[config.mk]
export PLATFORM = sky130hd
export DESIGN_NAME = instr_assembler
export DESIGN_NICKNAME = d
export VERILOG_FILES = /design/src/rtl/instr_assembler.sv
export SDC_FILE = /design/constraint.sdc
export NUM_CORES = 1
export LEC_CHECK = 0
export ABC_AREA = 1
export CAP_MARGIN = 0
export CORE_MARGIN = 8
export CORE_UTILIZATION = 44
export CTS_BUF_LIST = sky130_fd_sc_hd__clkbuf_4 sky130_fd_sc_hd__clkbuf_8 sky130_fd_sc_hd__clkbuf_16
export DETAILED_ROUTE_END_ITERATION = 6
export HOLD_SLACK_MARGIN = 0.05
export PLACE_DENSITY_LB_ADDON = 0.05
export SYNTH_ARGS = -nofsm -noshare
export SYNTH_HDL_FRONTEND = slang
export SYNTH_SLANG_ARGS = --single-unit
[constraint.sdc]
create_clock -name clk -period 2.85 [get_ports clk]
set_clock_uncertainty 0.15 [all_clocks]
set_input_delay 0.285 -clock clk [delete_from_list [all_inputs] [get_ports clk]]
set_output_delay 0.285 -clock clk [all_outputs]
set_load 0.02 [all_outputs]
[src/rtl/instr_assembler.sv]
// Packs decoded MIPS fields (R/I/J) into 32-bit words and streams them into
// instruction memory at sequential word addresses, one word per cycle at best.
module instr_assembler #(
  parameter int ADDR_W    = 8,
  parameter int BASE_ADDR = 0,
  parameter int DEPTH     = 256
) (
  input  logic              clk,
  input  logic              reset,
  input  logic              start,
  input  logic              in_valid,
  output logic              in_ready,
  input  logic [1:0]        fmt,
  input  logic              last,
  input  logic [5:0]        opcode,
  input  logic [4:0]        rs,
  input  logic [4:0]        rt,
  input  logic [4:0]        rd,
  input  logic [4:0]        shamt,
  input  logic [5:0]        funct,
  input  logic [15:0]       immediate,
  input  logic [25:0]       adress,
  output logic              mem_we,
  input  logic              mem_ready,
  output logic [ADDR_W-1:0] mem_addr,
  output logic [31:0]       mem_wdata,
  output logic [ADDR_W:0]   count,
  output logic              done,
  output logic              err_fmt
);

  localparam logic [1:0] S_IDLE = 2'd0;
  localparam logic [1:0] S_LOAD = 2'd1;
  localparam logic [1:0] S_DONE = 2'd2;

  localparam logic [ADDR_W-1:0] BASE    = ADDR_W'(BASE_ADDR);
  localparam logic [ADDR_W:0]   DEPTH_C = (ADDR_W+1)'(DEPTH);

  logic [1:0]        state_q, state_d;
  logic [ADDR_W-1:0] ptr_q, ptr_d;
  logic [ADDR_W:0]   acc_q, acc_d;
  logic [ADDR_W:0]   count_q, count_d;
  logic              last_seen_q, last_seen_d;
  logic              we_q, we_d;
  logic [ADDR_W-1:0] addr_q, addr_d;
  logic [31:0]       wdata_q, wdata_d;
  logic              err_q, err_d;

  logic [31:0] word;
  logic        legal, accept, wr_done;

  always_comb begin
    word = 32'd0;
    case (fmt)
      2'b00:   word = {opcode, rs, rt, rd, shamt, funct};
      2'b01:   word = {opcode, rs, rt, immediate};
      2'b10:   word = {opcode, adress};
      default: word = 32'd0;
    endcase
  end

  assign legal    = (fmt != 2'b11);
  // The output register may be refilled in the same cycle it drains.
  assign in_ready = (state_q == S_LOAD) && (!we_q || mem_ready) &&
                    (acc_q < DEPTH_C) && !last_seen_q;
  assign accept   = in_valid && in_ready;
  assign wr_done  = we_q && mem_ready;

  always_comb begin
    state_d     = state_q;
    ptr_d       = ptr_q;
    acc_d       = acc_q;
    count_d     = count_q;
    last_seen_d = last_seen_q;
    we_d        = we_q;
    addr_d      = addr_q;
    wdata_d     = wdata_q;
    err_d       = err_q;

    if (wr_done) we_d = 1'b0;
    if (wr_done && count_q != DEPTH_C) count_d = count_q + (ADDR_W+1)'(1);

    if (accept) begin
      if (last) last_seen_d = 1'b1;
      if (legal) begin
        we_d    = 1'b1;
        addr_d  = ptr_q;
        wdata_d = word;
        ptr_d   = ptr_q + ADDR_W'(1);
        acc_d   = acc_q + (ADDR_W+1)'(1);
      end else begin
        err_d = 1'b1;
      end
    end

    case (state_q)
      S_LOAD: begin
        // Decide on next-state values so done follows the final write directly.
        if ((last_seen_d || acc_d == DEPTH_C) && !we_d) state_d = S_DONE;
      end
      default: begin
        if (start) begin
          state_d     = S_LOAD;
          ptr_d       = BASE;
          acc_d       = '0;
          count_d     = '0;
          last_seen_d = 1'b0;
          err_d       = 1'b0;
        end
      end
    endcase
  end

  always_ff @(posedge clk or posedge reset) begin
    if (reset) begin
      state_q     <= S_IDLE;
      ptr_q       <= BASE;
      acc_q       <= '0;
      count_q     <= '0;
      last_seen_q <= 1'b0;
      we_q        <= 1'b0;
      addr_q      <= BASE;
      wdata_q     <= 32'd0;
      err_q       <= 1'b0;
    end else begin
      state_q     <= state_d;
      ptr_q       <= ptr_d;
      acc_q       <= acc_d;
      count_q     <= count_d;
      last_seen_q <= last_seen_d;
      we_q        <= we_d;
      addr_q      <= addr_d;
      wdata_q     <= wdata_d;
      err_q       <= err_d;
    end
  end

  assign mem_we    = we_q;
  assign mem_addr  = addr_q;
  assign mem_wdata = wdata_q;
  assign count     = count_q;
  assign done      = (state_q == S_DONE);
  assign err_fmt   = err_q;

endmodule
==> key figures <==
Status
  • Outcome: finished clean

Synth
  • Register area share after synthesis: 0.505
  • Synthesized flop and latch total: 71
  • Yosys synthesis warning count: 0
  • Post-synthesis cell area: 0.00352 sq mm
  • Syn Inst Count: 447
  • Syn Area/Cell: 7.87 sq um
  • Number of library cell types mapped by synthesis: 27
  • Synthesized Nets: 533

Timing
  • RSZ-0062 raised after global routing: no
  • Final setup fails: 0
  • Slew Limit Headroom: 0.664
  • Setup TNS: 0 ps
  • Final hold viol count: 0
  • Period minus WS final: 2160 ps
  • Tcrit/Tclk final: 0.757
  • Least-Margin Pin Slew: 503 ps
  • Achievable Freq: 463 MHz
  • Slew Viols, Final: 0

Place
  • GPL Wtd Cong: 0.804
  • Port buffer count: 134
  • Placed Instances: 671
  • Hpwl dp: 7600 microns
  • Dpl cell area: 0.00497 sq mm

Run
  • Max-Cap Viols: 0

Floorplan
  • Ports: 135
  • Std cell rows: 32
  • Core area: 0.00773 sq mm
  • Full die area: 0.0111 sq mm
  • Die height: 105 microns
  • Starting Density: 0.455
  • Die Width: 105 microns

Critical path
  • Worst-path cell chain: clkdlybuf4s50_1, inv_1, nand2_1, nand3_2, inv_1, clkdlybuf4s50_1
  • Critical Path AT: 1720 ps
  • Largest stage delay on the critical path: 590 ps
  • Critical Path Source: mem_ready
  • Critical Path Sink Type: output port
  • WP depth: 6
  • R2r startpoint: acc_q[8]
  • Critical path peak fanout: 3
  • Slowest CP cell: clkdlybuf4s50_1
  • Crit path max-delay family: buffers and inverters
  • Worst path required time: 2410 ps
  • Worst reg-to-reg path cell count: 12
  • Crit path launch type: primary input
  • Critical path type: primary input to output port
  • CP Buf/Inv Count: 4

Pwr
  • Worst vdd ir: 0.357 mV
  • Pwr dens: 837 mW/mm^2
  • Pwr Total: 4.31 mW
  • Leak: 2.32 nW

Route
  • Drt first pass iters: 4
  • Initial drt markers: 136
  • Vias: 3391
  • DRC viols: 0
  • Final wirelength: 10000 microns
  • Drt via density: 4.94
  • Wire per inst: 14.6 microns
  • Antenna Violating Nets Remaining: 0

Clock network
  • PostCTS Resize Cnt: 0
  • CTS Root Cell: clkbuf_8
  • CTS tree: yes
  • Clock latency on the worst-skew pair: 340 ps
  • Worst-path clk slew: 70 ps
  • # hold bufs at CTS: 0
  • Post-CTS Repair Setup Buffers: 0
  • Clock sinks: 71
  • CTS Buf Count: 9
  • Max Buffers Root-to-Sink: 2
  • Htree depth: 3

Cells and area
  • P&R area growth vs syn: 46.3%
  • Fillers: 665
  • Layout cell share with drive strength beyond 1: 0.0548
  • Final #Nets: 666
  • Final cell count without fillers: 686
  • Most common cell after layout, fill and taps aside: nand2_1
  • Fin area: 0.00514 sq mm
  • Most frequent cells in the layout: 161 x nand2_1, 134 x clkdlybuf4s50_1, 71 x dfrtp_1
  • Number of diodes: 0

Global route
  • Number of global-route vias before repair: 3486
  • First-pass GRT wire length: 16800 microns
  • Overflow after GRT: 0
  • Initial antenna violation count: 0
  • GRT Util Overall: 0.185
  • Largest net degree at the start of global routing: 70

Min path
  • Hold Path Class: primary input to async pin
==> layout make-up <==
type                    instances  area [sq um]  share of cell area
clock inverters                 1          5.00            0.000973
clock buffers                  14           168              0.0326
well taps                     102           128              0.0248
multi-input cells             323          1530               0.297
repair buffers                139          1400               0.273
flip-flops and latches         71          1780               0.345
inverters                      36           135              0.0263
==> flip-flops by register name, indices dropped and copies added (netlist names) <==
register	count
acc_q	9
mem_we	1
count	9
err_fmt	1
last_seen_q	1
state_q	2
mem_wdata	32
ptr_q	8
mem_addr	8
==> worst register-to-register path, stage by stage, from the launching register on <==
cell and delay [ps]:
dfrtp_1 390, nor2_2 160, nand3_2 120, nor2_4 310, nand4_1 150, nand2_1 140
inv_1 50, nor2_1 100, nand3_1 80, nand2_1 60, nand2_1 60, nand2_1 50
nand2_1 50
==> layer usage <==
layer / share of wire / track usage / vias to the layer above
met5: 0 / 0 / -
met4: 0.014 / 0.0714 / 0
met3: 0.098 / 0.0798 / 13
met2: 0.45 / 0.291 / 117
met1: 0.43 / 0.220 / 1554
li1: - / - / 1707
==> through the flow <==
stage                      util  hold WS (ps)  setup slack, ps
final                     0.666           129              692
after floorplan               -           216              618
after CTS                 0.666           133              675
after global routing      0.666           161              568
after detailed placement  0.643           308              449
after global placement    0.643           304              543
==> where the power goes <==
part | switching (mW) | internal [mW] | total (mW)
clock | 0.352 | 0.374 | 0.726
combinational | 1.12 | 0.912 | 2.03
sequential | 0.210 | 1.34 | 1.55
total | 1.68 | 2.63 | 4.31
==> cell usage after synthesis <==
cell | instances | area, sq um
clkbuf_1 | 8 | 30.0
a21oi_1 | 10 | 50.1
buf_2 | 6 | 30.0
xor2_1 | 4 | 35.0
xnor2_1 | 3 | 26.3
dfrtp_1 | 71 | 1780
o21a_1 | 1 | 7.51
nor4_1 | 2 | 12.5
ha_1 | 4 | 50.1
nor2_4 | 3 | 33.8
nand3_2 | 2 | 20.0
a41oi_1 | 16 | 140
nor2_1 | 67 | 251
buf_4 | 2 | 15.0
inv_2 | 2 | 7.51
o21ai_1 | 1 | 5.00
nor2_2 | 1 | 6.26
nand3_1 | 14 | 70.1
inv_1 | 34 | 128
o21ai_0 | 6 | 30.0
a31oi_1 | 11 | 68.8
nand2_1 | 161 | 604
buf_6 | 1 | 11.3
nor3_2 | 1 | 10.0
a211oi_1 | 3 | 22.5
nor3_1 | 5 | 25.0
nand4_1 | 8 | 50.1
==> worst paths after layout <==
kind / end / slack [ps]
worst max-delay path: in_ready / 690
worst min-delay path: count[0] / 130
worst max register to register: state_q[0] / 860
worst min register to register: mem_addr[0] / 320
max in group asynchronous: mem_wdata[7] / 1790
min in group clk: mem_addr[0] / 320
==> cells by family after synthesis <==
logic type               count (synthesis)  share of synthesized area
AO/OA/AOI/OAI                           48                     0.0921
buffers and inverters                   53                     0.0630
adder cells (fa/ha/maj)                  4                     0.0142
XOR/XNOR                                 7                     0.0174
AND/OR/NAND/NOR                        264                      0.308
flip-flops                              71                      0.505
No activity file was read; power rests on OpenSTA's default activity.
